### src/rtl/hash_ctx_bank_pkg.sv
// hash_ctx_bank_pkg: shared word width, SHA-256/SHA-224 IVs and the command/readout enums.
package hash_ctx_bank_pkg;
    localparam int WORD = 32;
    localparam logic [255:0] IV256 = 256'h6a09e667_bb67ae85_3c6ef372_a54ff53a_510e527f_9b05688c_1f83d9ab_5be0cd19;
    localparam logic [255:0] IV224 = 256'hc1059ed8_367cd507_3070dd17_f70e5939_ffc00b31_68581511_64f98fa7_befa4fa4;
    typedef enum logic {CMD_INIT, CMD_ACCUM} cmd_op_e;
    typedef enum logic {RD_IDLE, RD_SEND} rd_state_e;
endpackage

### src/rtl/hash_ctx_regs.sv
// hash_ctx_regs: one H0..H7 context with IV load and modulo-2^32 accumulate.
// SHA224_EN adds a stored mode bit selecting the SHA-224 IV and a 7-word readout.
module hash_ctx_regs
    import hash_ctx_bank_pkg::*;
(
    input  logic                 clk,
    input  logic                 rst,
    input  logic                 we,
    input  cmd_op_e              op,
    input  logic                 mode,
    input  logic [7:0][WORD-1:0] state,
    output logic [7:0][WORD-1:0] h,
    output logic                 live,
    output logic                 mode_224
);
    logic [7:0][WORD-1:0] h_d, h_q;
    logic live_d, live_q;
    logic [255:0] iv;
`ifdef SHA224_EN
    logic mode_d, mode_q;
    assign iv = mode ? IV224 : IV256;
    assign mode_d = (we && op == CMD_INIT) ? mode : mode_q;
    assign mode_224 = mode_q;
    always_ff @(posedge clk or posedge rst)
        if (rst) mode_q <= 1'b0;
        else     mode_q <= mode_d;
`else
    logic unused_mode;
    assign unused_mode = mode;
    assign iv = IV256;
    assign mode_224 = 1'b0;
`endif
    // H0 sits in the top word so the packed layout matches {A..H} on cmd_state.
    always_comb begin
        h_d = h_q;
        live_d = live_q;
        if (we && op == CMD_INIT) begin
            h_d = iv;
            live_d = 1'b1;
        end else if (we) begin
            for (int k = 0; k < 8; k++) h_d[k] = h_q[k] + state[k];
        end
    end
    always_ff @(posedge clk or posedge rst)
        if (rst) begin
            h_q <= '0;
            live_q <= 1'b0;
        end else begin
            h_q <= h_d;
            live_q <= live_d;
        end
    assign h = h_q;
    assign live = live_q;
endmodule

### src/rtl/hash_ctx_bank.sv
// hash_ctx_bank: NUM_CTX SHA-256 intermediate-hash contexts with a word-serial digest readout.
// Define SHA224_EN to honour cmd_mode and store a per-context SHA-224 mode bit.
module hash_ctx_bank
    import hash_ctx_bank_pkg::*;
#(
    parameter int NUM_CTX = 4,
    parameter int CTX_W   = $clog2(NUM_CTX) > 0 ? $clog2(NUM_CTX) : 1
) (
    input  logic               clk,
    input  logic               rst,
    input  logic               cmd_valid,
    output logic               cmd_ready,
    input  logic               cmd_op,
    input  logic [CTX_W-1:0]   cmd_ctx,
    input  logic               cmd_mode,
    input  logic [255:0]       cmd_state,
    output logic               cmd_err,
    output logic [NUM_CTX-1:0] ctx_live,
    input  logic               rd_valid,
    output logic               rd_ready,
    input  logic [CTX_W-1:0]   rd_ctx,
    output logic               dout_valid,
    input  logic               dout_ready,
    output logic [WORD-1:0]    dout_word,
    output logic               dout_last
);
    localparam int NPAD = 2 ** CTX_W;
    rd_state_e state_d, state_q;
    logic [CTX_W-1:0] cur_d, cur_q;
    logic [2:0] idx_d, idx_q, last;
    logic cmd_fire, cmd_err_d, cmd_err_q;
    logic [7:0][WORD-1:0] h_pad [NPAD];
    logic [NPAD-1:0] m224_pad, ctx_ok;

    assign cmd_ready = !(state_q == RD_SEND && cmd_ctx == cur_q);
    assign cmd_fire = cmd_valid && cmd_ready;
    assign cmd_err_d = cmd_fire && !ctx_ok[cmd_ctx];

    // Index space is padded to a power of two; unused slots read as zero and flag errors.
    for (genvar i = 0; i < NPAD; i++) begin : g_ctx
        if (i < NUM_CTX) begin : g_real
            assign ctx_ok[i] = 1'b1;
            hash_ctx_regs u_regs (
                .clk      (clk),
                .rst      (rst),
                .we       (cmd_fire && cmd_ctx == CTX_W'(i)),
                .op       (cmd_op_e'(cmd_op)),
                .mode     (cmd_mode),
                .state    (cmd_state),
                .h        (h_pad[i]),
                .live     (ctx_live[i]),
                .mode_224 (m224_pad[i])
            );
        end else begin : g_pad
            assign ctx_ok[i] = 1'b0;
            assign h_pad[i] = '0;
            assign m224_pad[i] = 1'b0;
        end
    end

    assign last = m224_pad[cur_q] ? 3'd6 : 3'd7;
    assign rd_ready = state_q == RD_IDLE;
    assign dout_valid = state_q == RD_SEND;
    assign dout_last = dout_valid && idx_q == last;
    assign dout_word = dout_valid ? h_pad[cur_q][3'd7 - idx_q] : '0;
    assign cmd_err = cmd_err_q;

    always_comb begin
        state_d = state_q;
        cur_d = cur_q;
        idx_d = idx_q;
        if (state_q == RD_IDLE && rd_valid) begin
            state_d = RD_SEND;
            cur_d = rd_ctx;
            idx_d = 3'd0;
        end else if (state_q == RD_SEND && dout_ready) begin
            state_d = idx_q == last ? RD_IDLE : RD_SEND;
            idx_d = idx_q + 3'd1;
        end
    end

    always_ff @(posedge clk or posedge rst)
        if (rst) begin
            state_q <= RD_IDLE;
            cur_q <= '0;
            idx_q <= '0;
            cmd_err_q <= 1'b0;
        end else begin
            state_q <= state_d;
            cur_q <= cur_d;
            idx_q <= idx_d;
            cmd_err_q <= cmd_err_d;
        end
endmodule

### config.mk
export PLATFORM = sky130hd
export DESIGN_NAME = hash_ctx_bank
export DESIGN_NICKNAME = d
export VERILOG_FILES = /design/src/rtl/hash_ctx_bank_pkg.sv /design/src/rtl/hash_ctx_regs.sv /design/src/rtl/hash_ctx_bank.sv
export SDC_FILE = /design/constraint.sdc
export NUM_CORES = 2
export LEC_CHECK = 0
export BUFFER_PORTS_ARGS = -buffer_cell sky130_fd_sc_hd__buf_2
export CORE_ASPECT_RATIO = 1.75
export CORE_MARGIN = 1.5
export CORE_UTILIZATION = 30
export DETAILED_ROUTE_END_ITERATION = 6
export GPL_TIMING_DRIVEN = 0
export HOLD_SLACK_MARGIN = 0.02
export SLEW_MARGIN = 0
export SYNTH_ARGS = -nofsm -noshare
export SYNTH_HDL_FRONTEND = slang
export SYNTH_HIERARCHICAL = 1
export SYNTH_SLANG_ARGS = --single-unit
### constraint.sdc
create_clock -name clk -period 8.7 [get_ports clk]
set_input_delay 0.435 -clock clk [delete_from_list [all_inputs] [get_ports clk]]
set_output_delay 0.435 -clock clk [all_outputs]
set_load 0.01 [all_outputs]
==> impl_results.md <==
- Outcome: finished, violations left
- Failing checks: max-capacitance violations, max-slew violations
- Mapped Avg Cell Area: 9.21 sq um
- Vias in the first global route: 89400
- Largest net degree at the start of global routing: 94
- Crit. End Element: flop
- Setup TNS: 0 ns
- Initial Utilization: 0.301
- Maximum vdd drop: 0.223 mV
- Synthesized cell area: 0.0921 sq mm
- Most instantiated cells after synthesis: 1215 x a21oi_1, 1034 x dfrtp_1, 993 x ha_1, 843 x nor2_1, 516 x xnor2_1
- Port Buf Inserts: between 300 and 400
- Yosys reg bits: 1034
- DR vias/cell: 6.28
- Clock power share: 0.124
- Die width: about 420 um
- Synth top area share: 0.281
- Area Overhead vs Synth: 12.9%
- Crit path max fanout: 11
- Pint: roughly 21000 uW
- Synth unique cells: 111
- Slew @ Worst Pin: 1.67 ns
- Leading area contributor after synthesis: dfrtp_1
- Most used DFF post-synth: dfrtp_1
- Worst-Skew Late Latency: roughly 0.87 ns
- Total design power: 45100 uW
- Drt pass-1 iters: 6
- Post-CTS sizing: 0
- Total number of vias: 92500
- Setup violators final: 0
- Multi-input gate area: 0.0635 sq mm
- Clock tree root driver cell: clkbuf_16
- Synth top area cells: dfrtp_1 28%, ha_1 13%, a21oi_1 6.6%
- Worst Path Arrival: between 7 and 8 ns
- Startpoint Class: flop
- TritonCTS clock tree: built
- RSZ-0062 raised after global routing: no
- Max Slew Vio Count: 131
- Skew final: just under 0.06 ns
- Core footprint: 0.306 sq mm
- Fillers: roughly 32000
- Register area: 0.0259 sq mm
- Reg power frac: 0.217
- Wirelength per Cell: 35.6 um
- Synth Instances: 10000
- Logic pwr share: 0.659
- Fin crit share: 0.777
- Most instantiated library cell after synthesis: a21oi_1
- Hold Slack: 0.0238 ns
- HP Class: primary input to flop
- MaxCap Viol Count: 15
- Final WL: 524 mm
- Net Sw Power: 23600 uW
- DPL Wire Length: a little over 400 mm
- Clock slew at reported path FFs: roughly 0.07 ns
- Post-synth EDFFs: 0
- Sw frac: 0.524
- IO Pins: a little over 300
- Fmax: 148 MHz
- Postcts setup bufs: 0
- Post-synthesis sequential area ratio: 0.281
- Max transition margin: -0.112
- First-pass GRT wire length: 710 mm
- Starting DRT DRC Count: 9031
- Async S/R FF share, synth: 1.00
- Nets: 11800
- Rows: 269
- Leak: 0.0443 uW
- TritonCTS Sinks: between 1000 and 1500
- Initial antenna violation count: 136
- Number of remaining DRC errors: 0
- CTS buffer count: ~110
- Global route overflow: 0
- Final Wtd Congestion: 1.05
- Syn Nets: 11300
- Fin. Hold Viols: 0
- YS warnings: 6
- CP Data Required Time: 9.35 ns
- Routed Antenna Nets: 0
- Pwr Density: 434 mW/mm^2
- Layout cells sized above 1: 0.102
- Final Critical Period: 6.76 ns
- Die area: 0.311 sq mm
- All-Layer GR Usage: 0.327
- # H-tree levels: 3
- Die Height: 736 um
- Clock tree buffer depth: 3
- Crit Path Class: flop to flop
[cell families (layout without fill, tap and decap cells)]
| logic type | Yosys count | count (layout) | share of synthesized area |
|---|---|---|---|
| fa+ha+maj | 1025 | 1025 | 0.142 |
| buf+inv | 673 | 1230 | 0.0301 |
| simple gates | 2238 | 2238 | 0.115 |
| xor+xnor | 849 | 849 | 0.0807 |
| compound gates | 3797 | 3797 | 0.278 |
| other cells | 5 | 106 | 0.000204 |
| mux | 386 | 386 | 0.0734 |
| flops | 1034 | 1034 | 0.281 |
[metrics by stage]
step           setup slack [ns]  area (sq um)   util  cells
3_5_place_dp               2.28         99600  0.325  14400
4_1_cts                    2.44        104000  0.339  14600
5_1_grt                    2.16        104000  0.339  14700
3_3_place_gp              -5.64         98700  0.323  14400
6_report                   1.94        104000  0.340  14700
2_1_floorplan              1.19         92100      -  10000
[cell usage in the layout (no fill, tap or decap), drive strengths merged, types with 156 or more instances in the layout]
| master | n |
|---|---|
| o21ai | 490 |
| xor2 | 333 |
| a21oi | 1219 |
| nor2 | 843 |
| dfrtp | 1034 |
| mux4 | 225 |
| ha | 993 |
| clkbuf | 449 |
| a21o | 453 |
| xnor2 | 516 |
| nand2 | 465 |
| a31oi | 167 |
| nand3 | 156 |
| a22o | 362 |
| buf | 425 |
| inv | 293 |
[critical path: stages, from the launching register on]
cell and delay, ns:
dfrtp_1 0.32, buf_2 0.17, buf_6 0.26, buf_6 0.23, buf_4 0.47, xnor2_1 0.14
nand3_1 0.38, nand2_1 0.17, nor3_1 0.15, clkbuf_1 0.44, clkinv_1 0.37, nor2_1 0.20
clkbuf_1 1.21, clkbuf_2 0.50, buf_12 0.23, buf_1 1.01, a21oi_1 0.17
[path summary, 6_finish.rpt]
kind	end	startpoint	slack (ns)	cells after the start
setup / recovery	g_ctx[0].g_real.u_regs/h[187]	cur_q[0]	1.94	16
hold / removal	g_ctx[1].g_real.u_regs/h[224]	cmd_state[224]	0.02	3
setup reg to reg	g_ctx[0].g_real.u_regs/h[187]	cur_q[0]	1.94	16
hold reg to reg	g_ctx[0].g_real.u_regs/live	g_ctx[0].g_real.u_regs/live	0.46	1
max in group asynchronous	g_ctx[0].g_real.u_regs/h[235]	rst	6.91	5
min in group asynchronous	idx_q[0]	rst	0.32	3
[area by class of cell]
type                            instances  share of cell area
Inverter                              294              0.0109
Timing Repair Buffer                  348              0.0230
Sequential cell                      1034               0.249
Buffer                                379              0.0170
Antenna cell                          101             0.00243
Multi-Input combinational cell       8300               0.611
Clock buffer                          158              0.0314
Tap cell                             4065              0.0489
Clock inverter                         51             0.00698
[routing by layer]
layer | wire (um) | track usage
met4 | 71700 | 0.378
met1 | 169000 | 0.319
met5 | 394 | 0.00154
met3 | 47600 | 0.102
met2 | 235000 | 0.517
[sequential cells by signal, summed over array words and instances, names as in the netlist]
register,flops
g_ctx.g_real.u_regs/h,1024
g_ctx.g_real.u_regs/live,4
idx_q,3
cur_q,2
dout_valid,1
[repair_timing]
action                     in CTS  in global routing
hold endpoints to repair      208                  0
setup endpoints to repair       0                  0
hold buffers                    9                  0
[power groups by stage]
| stage | registers [uW] | clock network, uW | logic (uW) |
|---|---|---|---|
| CTS | 9570 | 5610 | 28400 |
| global placement | 9600 | 0 | 28000 |
| global route | 9790 | 5750 | 31300 |
| detailed placement | 9630 | 0 | 28200 |
| finish | 9780 | 5600 | 29700 |
| floorplan | 8150 | 0 | 19600 |
(Power assumes the default switching activity.)
